### config.mk
export PLATFORM = sky130hd
export DESIGN_NAME = stopwatch_ctrl
export DESIGN_NICKNAME = d
export VERILOG_FILES = /design/src/rtl/stopwatch_ctrl.sv
export SDC_FILE = /design/constraint.sdc
export NUM_CORES = 1
export LEC_CHECK = 0
export BUFFER_PORTS_ARGS = -buffer_cell sky130_fd_sc_hd__buf_2
export CAP_MARGIN = 20
export CORE_UTILIZATION = 47
export DETAILED_ROUTE_END_ITERATION = 7
export HOLD_SLACK_MARGIN = 0.12
export PLACE_DENSITY_LB_ADDON = 0.08
export SYNTH_ARGS = -nofsm -noshare
export SYNTH_HDL_FRONTEND = slang
export SYNTH_SLANG_ARGS = --single-unit
### constraint.sdc
create_clock -name clk -period 2.35 [get_ports clk]
set_input_delay 0.235 -clock clk [delete_from_list [all_inputs] [get_ports clk]]
set_output_delay 0.235 -clock clk [all_outputs]
set_load 0.05 [all_outputs]
### src/rtl/stopwatch_ctrl.sv
// stopwatch_ctrl: control sequencer for the stopwatch counter/display datapath.
// Synchronizes and debounces the board inputs. Runs the RUN/PAUSE/ADJUST state
// machine. Issues registered one-cycle command pulses to the min:sec counter.
// Ports:
//   clk, rst_n            system clock, async active-low reset
//   btn_pause, btn_reset  raw push buttons (async, active-high, debounced here)
//   sw_adj, sw_sel        raw switches (sync only); sw_sel 0=minutes 1=seconds
//   cnt_en                pulse: advance counter one second
//   cnt_clr               pulse: clear counter to 00:00
//   adj_min_inc           pulse: increment minutes field
//   adj_sec_inc           pulse: increment seconds field
//   blink                 blink phase for the selected field, 0 outside ADJUST
//   state                 00=RUN 01=PAUSE 10=ADJUST
module stopwatch_ctrl #(
    parameter int unsigned TICK_DIV  = 100_000_000,
    parameter int unsigned ADJ_DIV   = 50_000_000,
    parameter int unsigned DB_CYCLES = 1_000_000
) (
    input  logic       clk,
    input  logic       rst_n,
    input  logic       btn_pause,
    input  logic       btn_reset,
    input  logic       sw_adj,
    input  logic       sw_sel,
    output logic       cnt_en,
    output logic       cnt_clr,
    output logic       adj_min_inc,
    output logic       adj_sec_inc,
    output logic       blink,
    output logic [1:0] state
);

    localparam int unsigned TICK_W = (TICK_DIV > 1) ? $clog2(TICK_DIV) : 1;
    localparam int unsigned ADJ_W  = (ADJ_DIV > 1) ? $clog2(ADJ_DIV) : 1;
    localparam int unsigned DB_W   = $clog2(DB_CYCLES + 1);

    typedef enum logic [1:0] {
        ST_RUN    = 2'b00,
        ST_PAUSE  = 2'b01,
        ST_ADJUST = 2'b10
    } state_e;

    // Synchronizer bit order: {sw_sel, sw_adj, btn_reset, btn_pause}
    logic [3:0] sync1_q, sync1_d;
    logic [3:0] sync2_q, sync2_d;

    // Debouncer state for the two buttons (index 0 = pause, 1 = reset)
    logic [1:0][DB_W-1:0] db_cnt_q, db_cnt_d;
    logic [1:0]           db_lvl_q, db_lvl_d;
    logic [1:0]           db_prev_q, db_prev_d;
    logic [1:0]           press_c;

    logic [TICK_W-1:0] tick_cnt_q, tick_cnt_d;
    logic [ADJ_W-1:0]  adj_cnt_q, adj_cnt_d;
    logic              tick_c, adj_tick_c;

    state_e state_q, state_d;
    logic   resume_q, resume_d;

    logic cnt_en_q, cnt_en_d;
    logic cnt_clr_q, cnt_clr_d;
    logic adj_min_q, adj_min_d;
    logic adj_sec_q, adj_sec_d;
    logic blink_q, blink_d;

    logic pause_press_c, clr_press_c, adj_s_c, sel_s_c;

    // Two-flop synchronizer stage inputs
    always_comb begin
        sync1_d = {sw_sel, sw_adj, btn_reset, btn_pause};
        sync2_d = sync1_q;
    end

    assign adj_s_c = sync2_q[2];
    assign sel_s_c = sync2_q[3];

    // Debounce: level follows the synced input only after DB_CYCLES
    // consecutive differing samples; any sample equal to the level restarts it.
    always_comb begin
        db_cnt_d  = db_cnt_q;
        db_lvl_d  = db_lvl_q;
        db_prev_d = db_lvl_q;
        for (int i = 0; i < 2; i++) begin
            if (sync2_q[i] == db_lvl_q[i]) begin
                db_cnt_d[i] = '0;
            end else if (db_cnt_q[i] == DB_W'(DB_CYCLES - 1)) begin
                db_lvl_d[i] = sync2_q[i];
                db_cnt_d[i] = '0;
            end else begin
                db_cnt_d[i] = db_cnt_q[i] + DB_W'(1);
            end
        end
    end

    // Press = rising edge of the debounced level; releases are ignored
    assign press_c       = db_lvl_q & ~db_prev_q;
    assign pause_press_c = press_c[0];
    assign clr_press_c   = press_c[1];

    // Prescalers: 1 Hz tick only advances in RUN, adjust tick free-runs
    always_comb begin
        tick_c     = (state_q == ST_RUN) && (tick_cnt_q == TICK_W'(TICK_DIV - 1));
        adj_tick_c = (adj_cnt_q == ADJ_W'(ADJ_DIV - 1));
        tick_cnt_d = tick_cnt_q;
        if (clr_press_c) begin
            tick_cnt_d = '0;
        end else if (state_q == ST_RUN) begin
            tick_cnt_d = tick_c ? '0 : tick_cnt_q + TICK_W'(1);
        end
        adj_cnt_d = adj_tick_c ? '0 : adj_cnt_q + ADJ_W'(1);
    end

    // Next state: adjust entry beats a same-cycle pause press
    always_comb begin
        state_d  = state_q;
        resume_d = resume_q;
        if (adj_s_c && (state_q != ST_ADJUST)) begin
            state_d  = ST_ADJUST;
            resume_d = (state_q == ST_PAUSE);
        end else if ((state_q == ST_ADJUST) && !adj_s_c) begin
            state_d = resume_q ? ST_PAUSE : ST_RUN;
        end else if (pause_press_c) begin
            case (state_q)
                ST_RUN:    state_d  = ST_PAUSE;
                ST_PAUSE:  state_d  = ST_RUN;
                ST_ADJUST: resume_d = ~resume_q;
                default:   state_d  = ST_RUN;
            endcase
        end
    end

    // Pulse and blink outputs; a clear suppresses every other pulse
    always_comb begin
        cnt_clr_d = clr_press_c;
        cnt_en_d  = tick_c && !clr_press_c;
        adj_min_d = adj_tick_c && (state_q == ST_ADJUST) && !sel_s_c && !clr_press_c;
        adj_sec_d = adj_tick_c && (state_q == ST_ADJUST) && sel_s_c && !clr_press_c;
        blink_d   = blink_q;
        if (state_d != ST_ADJUST) begin
            blink_d = 1'b0;
        end else if ((state_q == ST_ADJUST) && adj_tick_c) begin
            blink_d = ~blink_q;
        end
    end

    // State register
    always_ff @(posedge clk or negedge rst_n) begin
        if (!rst_n) begin
            state_q  <= ST_RUN;
            resume_q <= 1'b0;
        end else begin
            state_q  <= state_d;
            resume_q <= resume_d;
        end
    end

    // Datapath and output registers
    always_ff @(posedge clk or negedge rst_n) begin
        if (!rst_n) begin
            sync1_q    <= '0;
            sync2_q    <= '0;
            db_cnt_q   <= '0;
            db_lvl_q   <= '0;
            db_prev_q  <= '0;
            tick_cnt_q <= '0;
            adj_cnt_q  <= '0;
            cnt_en_q   <= 1'b0;
            cnt_clr_q  <= 1'b0;
            adj_min_q  <= 1'b0;
            adj_sec_q  <= 1'b0;
            blink_q    <= 1'b0;
        end else begin
            sync1_q    <= sync1_d;
            sync2_q    <= sync2_d;
            db_cnt_q   <= db_cnt_d;
            db_lvl_q   <= db_lvl_d;
            db_prev_q  <= db_prev_d;
            tick_cnt_q <= tick_cnt_d;
            adj_cnt_q  <= adj_cnt_d;
            cnt_en_q   <= cnt_en_d;
            cnt_clr_q  <= cnt_clr_d;
            adj_min_q  <= adj_min_d;
            adj_sec_q  <= adj_sec_d;
            blink_q    <= blink_d;
        end
    end

    assign cnt_en      = cnt_en_q;
    assign cnt_clr     = cnt_clr_q;
    assign adj_min_inc = adj_min_q;
    assign adj_sec_inc = adj_sec_q;
    assign blink       = blink_q;
    assign state       = 2'(state_q);

endmodule

==> flow_results.org <==
** Outcome
- Outcome :: finished with violations
- Violations in the final reports :: design-rule violations

** Routing
- Using the TritonRoute via totals, the vias-per-cell ratio works out to approximately 5.9.
- After detailed routing, the average wire length per cell comes to about 16 um.
- DRC violations left :: 2
- Number of iterations in the first detailed-routing pass :: 7
- Residual antenna-violating net count after detailed routing :: 0
- DRT iter0 DRCs :: roughly 340
- Detailed routing inserted a total of roughly 4,500 vias.
- Routed WL :: approximately 12,000 um

** Worst setup path
- Kind of end point of the critical path :: flip-flop
- Of all nets on the critical path, the largest fanout is 7.
- Counting stages on the worst path, the most repeated cell is or4_1.
- Required @ worst endpoint :: between 2 and 3 ns
- Traced cell by cell, the critical path runs through ha_1, nand2_1, or4_1, or4_1, a21oi_1.
- The setup path with the least slack is of type flip-flop to flip-flop.
- In this design, the stage delay of the slowest critical-path cell is approximately 0.6 ns.
- Critical path data arrival time :: ~2.5 ns
- Startpoint types :: flip-flop
- Master of the slowest instance on the critical path :: or4_1

** Placement
- Timing analysis after detailed placement gives a worst setup slack of around 0.26 ns.
- After legalization and detailed placement, the total HPWL measured between 7000 and 8000 um.
- At the end of routability-driven placement, the weighted congestion stood at 0.8142.
- Instance count after placement with tap cells included :: 726
- The count of buffers added on input and output ports is 12.

** Synthesis
- Each instance of the synthesized netlist takes up on average between 9 and 10 um2.
- Synthesis handed over a netlist of approximately 570 instances.
- For this run, the register share of the synthesized area comes to between 40% and 50%.
- The synthesized design contains 113 register bits.
- The number of nets in the synthesized netlist is 581.
- The synthesized design contains 0 enable-type register cells.
- Most used DFF post-synth :: dfrtp_1
- Distinct cell type count of the synthesized netlist :: 53
- Synthesis Warnings :: 0
- Share of flip-flops with an asynchronous set or reset after synthesis :: between 90% and 100%
- The cell area that synthesis handed to floorplanning was 5672 um2.

** Global routing
- Wire length of the first global-routing pass :: 20,930 um
- Number of antenna violations at the first check in global routing :: 0
- Entering global routing, the biggest net connects 41 pins.
- For this run the aggregate overflow at the end of global routing stands at 0.
- Number of global-route vias before repair :: 4,353
- GRT Resource Usage Total :: about a fifth

** Floorplan
- Die Span X :: between 100 and 150 um
- The die covers roughly 13,000 um2.
- Vertical die dimension :: ~110 um
- Number of top-level design ports :: 13
- Core region area :: roughly 12,000 um2
- The floorplan has 39 rows.
- Once the floorplan was initialized, standard cells occupied just under 50% of the core.

** Final layout
- Across the whole layout, storage elements account for 2828 um2.
- Summing all multi-input logic gate instances after layout gives 2694 um2.
- The post-route netlist has a little over an eighth of its cells at a drive strength greater than 1.
- Count of antenna diodes in the layout :: 0
- The finished layout holds 763 standard cells, fillers aside.
- For this run, the post-layout net count is 617.
- End-of-flow core utilization :: about 58%
- Filler Cell Count :: between 1,000 and 1,500
- Synthesis-to-finish area growth :: 17.82%

** STA
- Headroom to the max-slew limit came out at 57.09%.
- Highest clock frequency the design can meet :: 0.4770 GHz
- Setup violations remaining at the end of the flow were counted as 0.
- For the pin with the worst max-slew slack, the measured transition is 0.6430 ns.
- Summed over all failing endpoints, the final setup total negative slack is 0 ns.
- Post-route fraction of the period consumed by the critical path :: roughly nine tenths
- The number of failing hold endpoints at the final stage is 0.
- Minimum clock period :: around 2.1 ns
- In the post-route analysis, the smallest setup slack over all paths is between 0.2 and 0.3 ns.
- Setup repair after global routing left no endpoint under its margin.
- Clock skew on the completed layout was measured at about 0.0095 ns.
- The number of max-slew violations in the final report came to 0.

** CTS
- At the later pin of the worst-skew pair, clock insertion delay measures between 0.4 and 0.5 ns.
- The tree is rooted in a clkbuf_16.
- Number of buffers on the longest clock path :: 2
- After clock tree synthesis, the clock-pin slew on the worst setup and hold paths is 0.06 ns.
- The H-tree generated during clock tree synthesis spans 4 levels.
- Total clock sinks :: between 100 and 150
- The number of clock buffers added by TritonCTS is 17.
- TritonCTS built the clock tree.
- Post-CTS repair changed the size of 0 cells.

** Power
- IR analysis of the VDD net gives a maximum drop of 0.5985 mV.
- The analysis attributes to cell leakage a power of 0.002728 uW.
- Power per standard cell area :: 734.8 nW/um2

** Job
- Maxcap violations :: 0

** Worst hold path
- Kind of path behind the tightest hold check :: input port to asynchronous set/reset pin
==> worst paths after layout <==
kind,slack (ns),start,endpoint,cells past startpoint
worst max-delay path,0.25,db_cnt_q[0],db_cnt_q[18],5
worst min-delay path,0.35,rst_n,tick_cnt_q[23],2
worst max register to register,0.25,db_cnt_q[0],db_cnt_q[18],5
worst min register to register,0.35,sync1_q[2],sync2_q[2],0
max in group asynchronous,1.30,rst_n,db_cnt_q[31],3
min in group clk,0.35,sync1_q[2],sync2_q[2],0
==> layout by cell type (no fill, tap or decap), types with 6 or more instances in the layout <==
cell type	instances
dfrtp_1	113
nor2_1	43
nand2_1	35
nand3_1	32
xor2_1	28
nand4_1	26
buf_4	24
or4_1	23
o21ai_0	23
or3_1	22
a21oi_1	21
xnor2_1	19
nor3_1	18
o31ai_1	18
clkbuf_16	17
inv_1	16
a211oi_1	15
nor4_1	13
buf_2	11
and3_1	9
and4_1	8
and2_1	7
nor4b_1	6
==> sequential cells by signal, indices dropped and copies added (netlist names), 2 cells and up <==
register	flops
tick_cnt_q	27
sync2_q	4
adj_cnt_q	26
db_cnt_q	40
sync1_q	4
db_prev_q	2
state	2
db_lvl_q	2
==> where the power goes <==
part / switching [uW] / internal [uW] / total, uW
sequential: 68.1 / 2010 / 2070
combinational: 114 / 73.8 / 188
clock: 924 / 1720 / 2650
total: 1110 / 3800 / 4910
==> routing by layer <==
| metal | global-route usage, % | wire length [um] | vias to the layer above |
|---|---|---|---|
| met3 | 6.805 | 445 | 10 |
| met1 | 28.57 | 5753 | 2188 |
| li1 | - | - | 2198 |
| met2 | 32.71 | 5627 | 76 |
| met4 | 7.387 | 119 | 0 |
| met5 | 0 | 0 | - |
==> cells by family (layout without fill, tap and decap cells) <==
logic type	after synthesis	count (layout)	share of synthesized area [%]
AOI/OAI and AO/OA	95	95	11.07
xor gates and xnor gates	47	47	7.258
adders and majority gates	4	4	0.8825
buffers and inverters	41	90	2.890
DFF	113	113	49.86
muxes	5	5	0.9265
and+or+nand+nor	266	266	27.11
==> cells in the mapped netlist, drive strengths merged (2+ instances only) <==
cell type  count  share of area, %
nand4         28               3.3
nor4b          6              0.93
and4           9               1.4
or2            2              0.22
and2           7              0.77
o21ai         24               2.1
a21oi         21               1.9
inv           17               1.1
nor4bb         3              0.53
xor2          28               4.3
dfrtp        113                50
nor2b          2              0.22
nor3          18               1.6
buf            9              0.77
o211ai         3              0.40
nand3         34               3.3
and3          10               1.1
o2111ai        4              0.62
mux2           2              0.40
a211oi        15               2.0
nor2          43               2.8
ha             4              0.88
nor4          15               1.9
or4           23               3.0
xnor2         19               2.9
or3           22               2.4
clkbuf        15              0.99
or4b           2              0.35
mux2i          3              0.53
nand2b         5              0.55
o31ai         20               2.9
nand2         35               2.3
==> stage by stage <==
stage / power, uW / hold slack (ns) / area [um2]
floorplan: 2194 / -0.06059 / 5672
global placement: 2279 / 0.2499 / 6020
detailed placement: 2290 / 0.2524 / 6020
CTS: 4970 / 0.3503 / 6683
global route: 5106 / 0.3605 / 6683
finish: 4910 / 0.3459 / 6683
==> repair_timing <==
item                                   CTS  global route
endpoints found under the hold margin   40             0
hold buffers                             5             0
setup endpoints to repair                0             0
buffers inserted                         0             0
==> worst max-delay path: cells and delay by family, from the launching register on <==
kind / cells / cell delay, ns
AOI/OAI and AO/OA: 1 / 0.15
and+or+nand+nor: 3 / 1.19
DFF: 1 / 0.40
adders and majority gates: 1 / 0.28
==> layout make-up <==
| cell class | count | share of cell area [%] |
|---|---|---|
| Timing Repair Buffer | 41 | 4.568 |
| Clock buffer | 20 | 6.834 |
| Clock inverter | 12 | 2.340 |
| Tap cell | 143 | 2.677 |
| Sequential cell | 113 | 42.31 |
| Inverter | 17 | 0.9549 |
| Multi-Input combinational cell | 417 | 40.31 |
No activity file was read; power rests on OpenSTA's default activity.
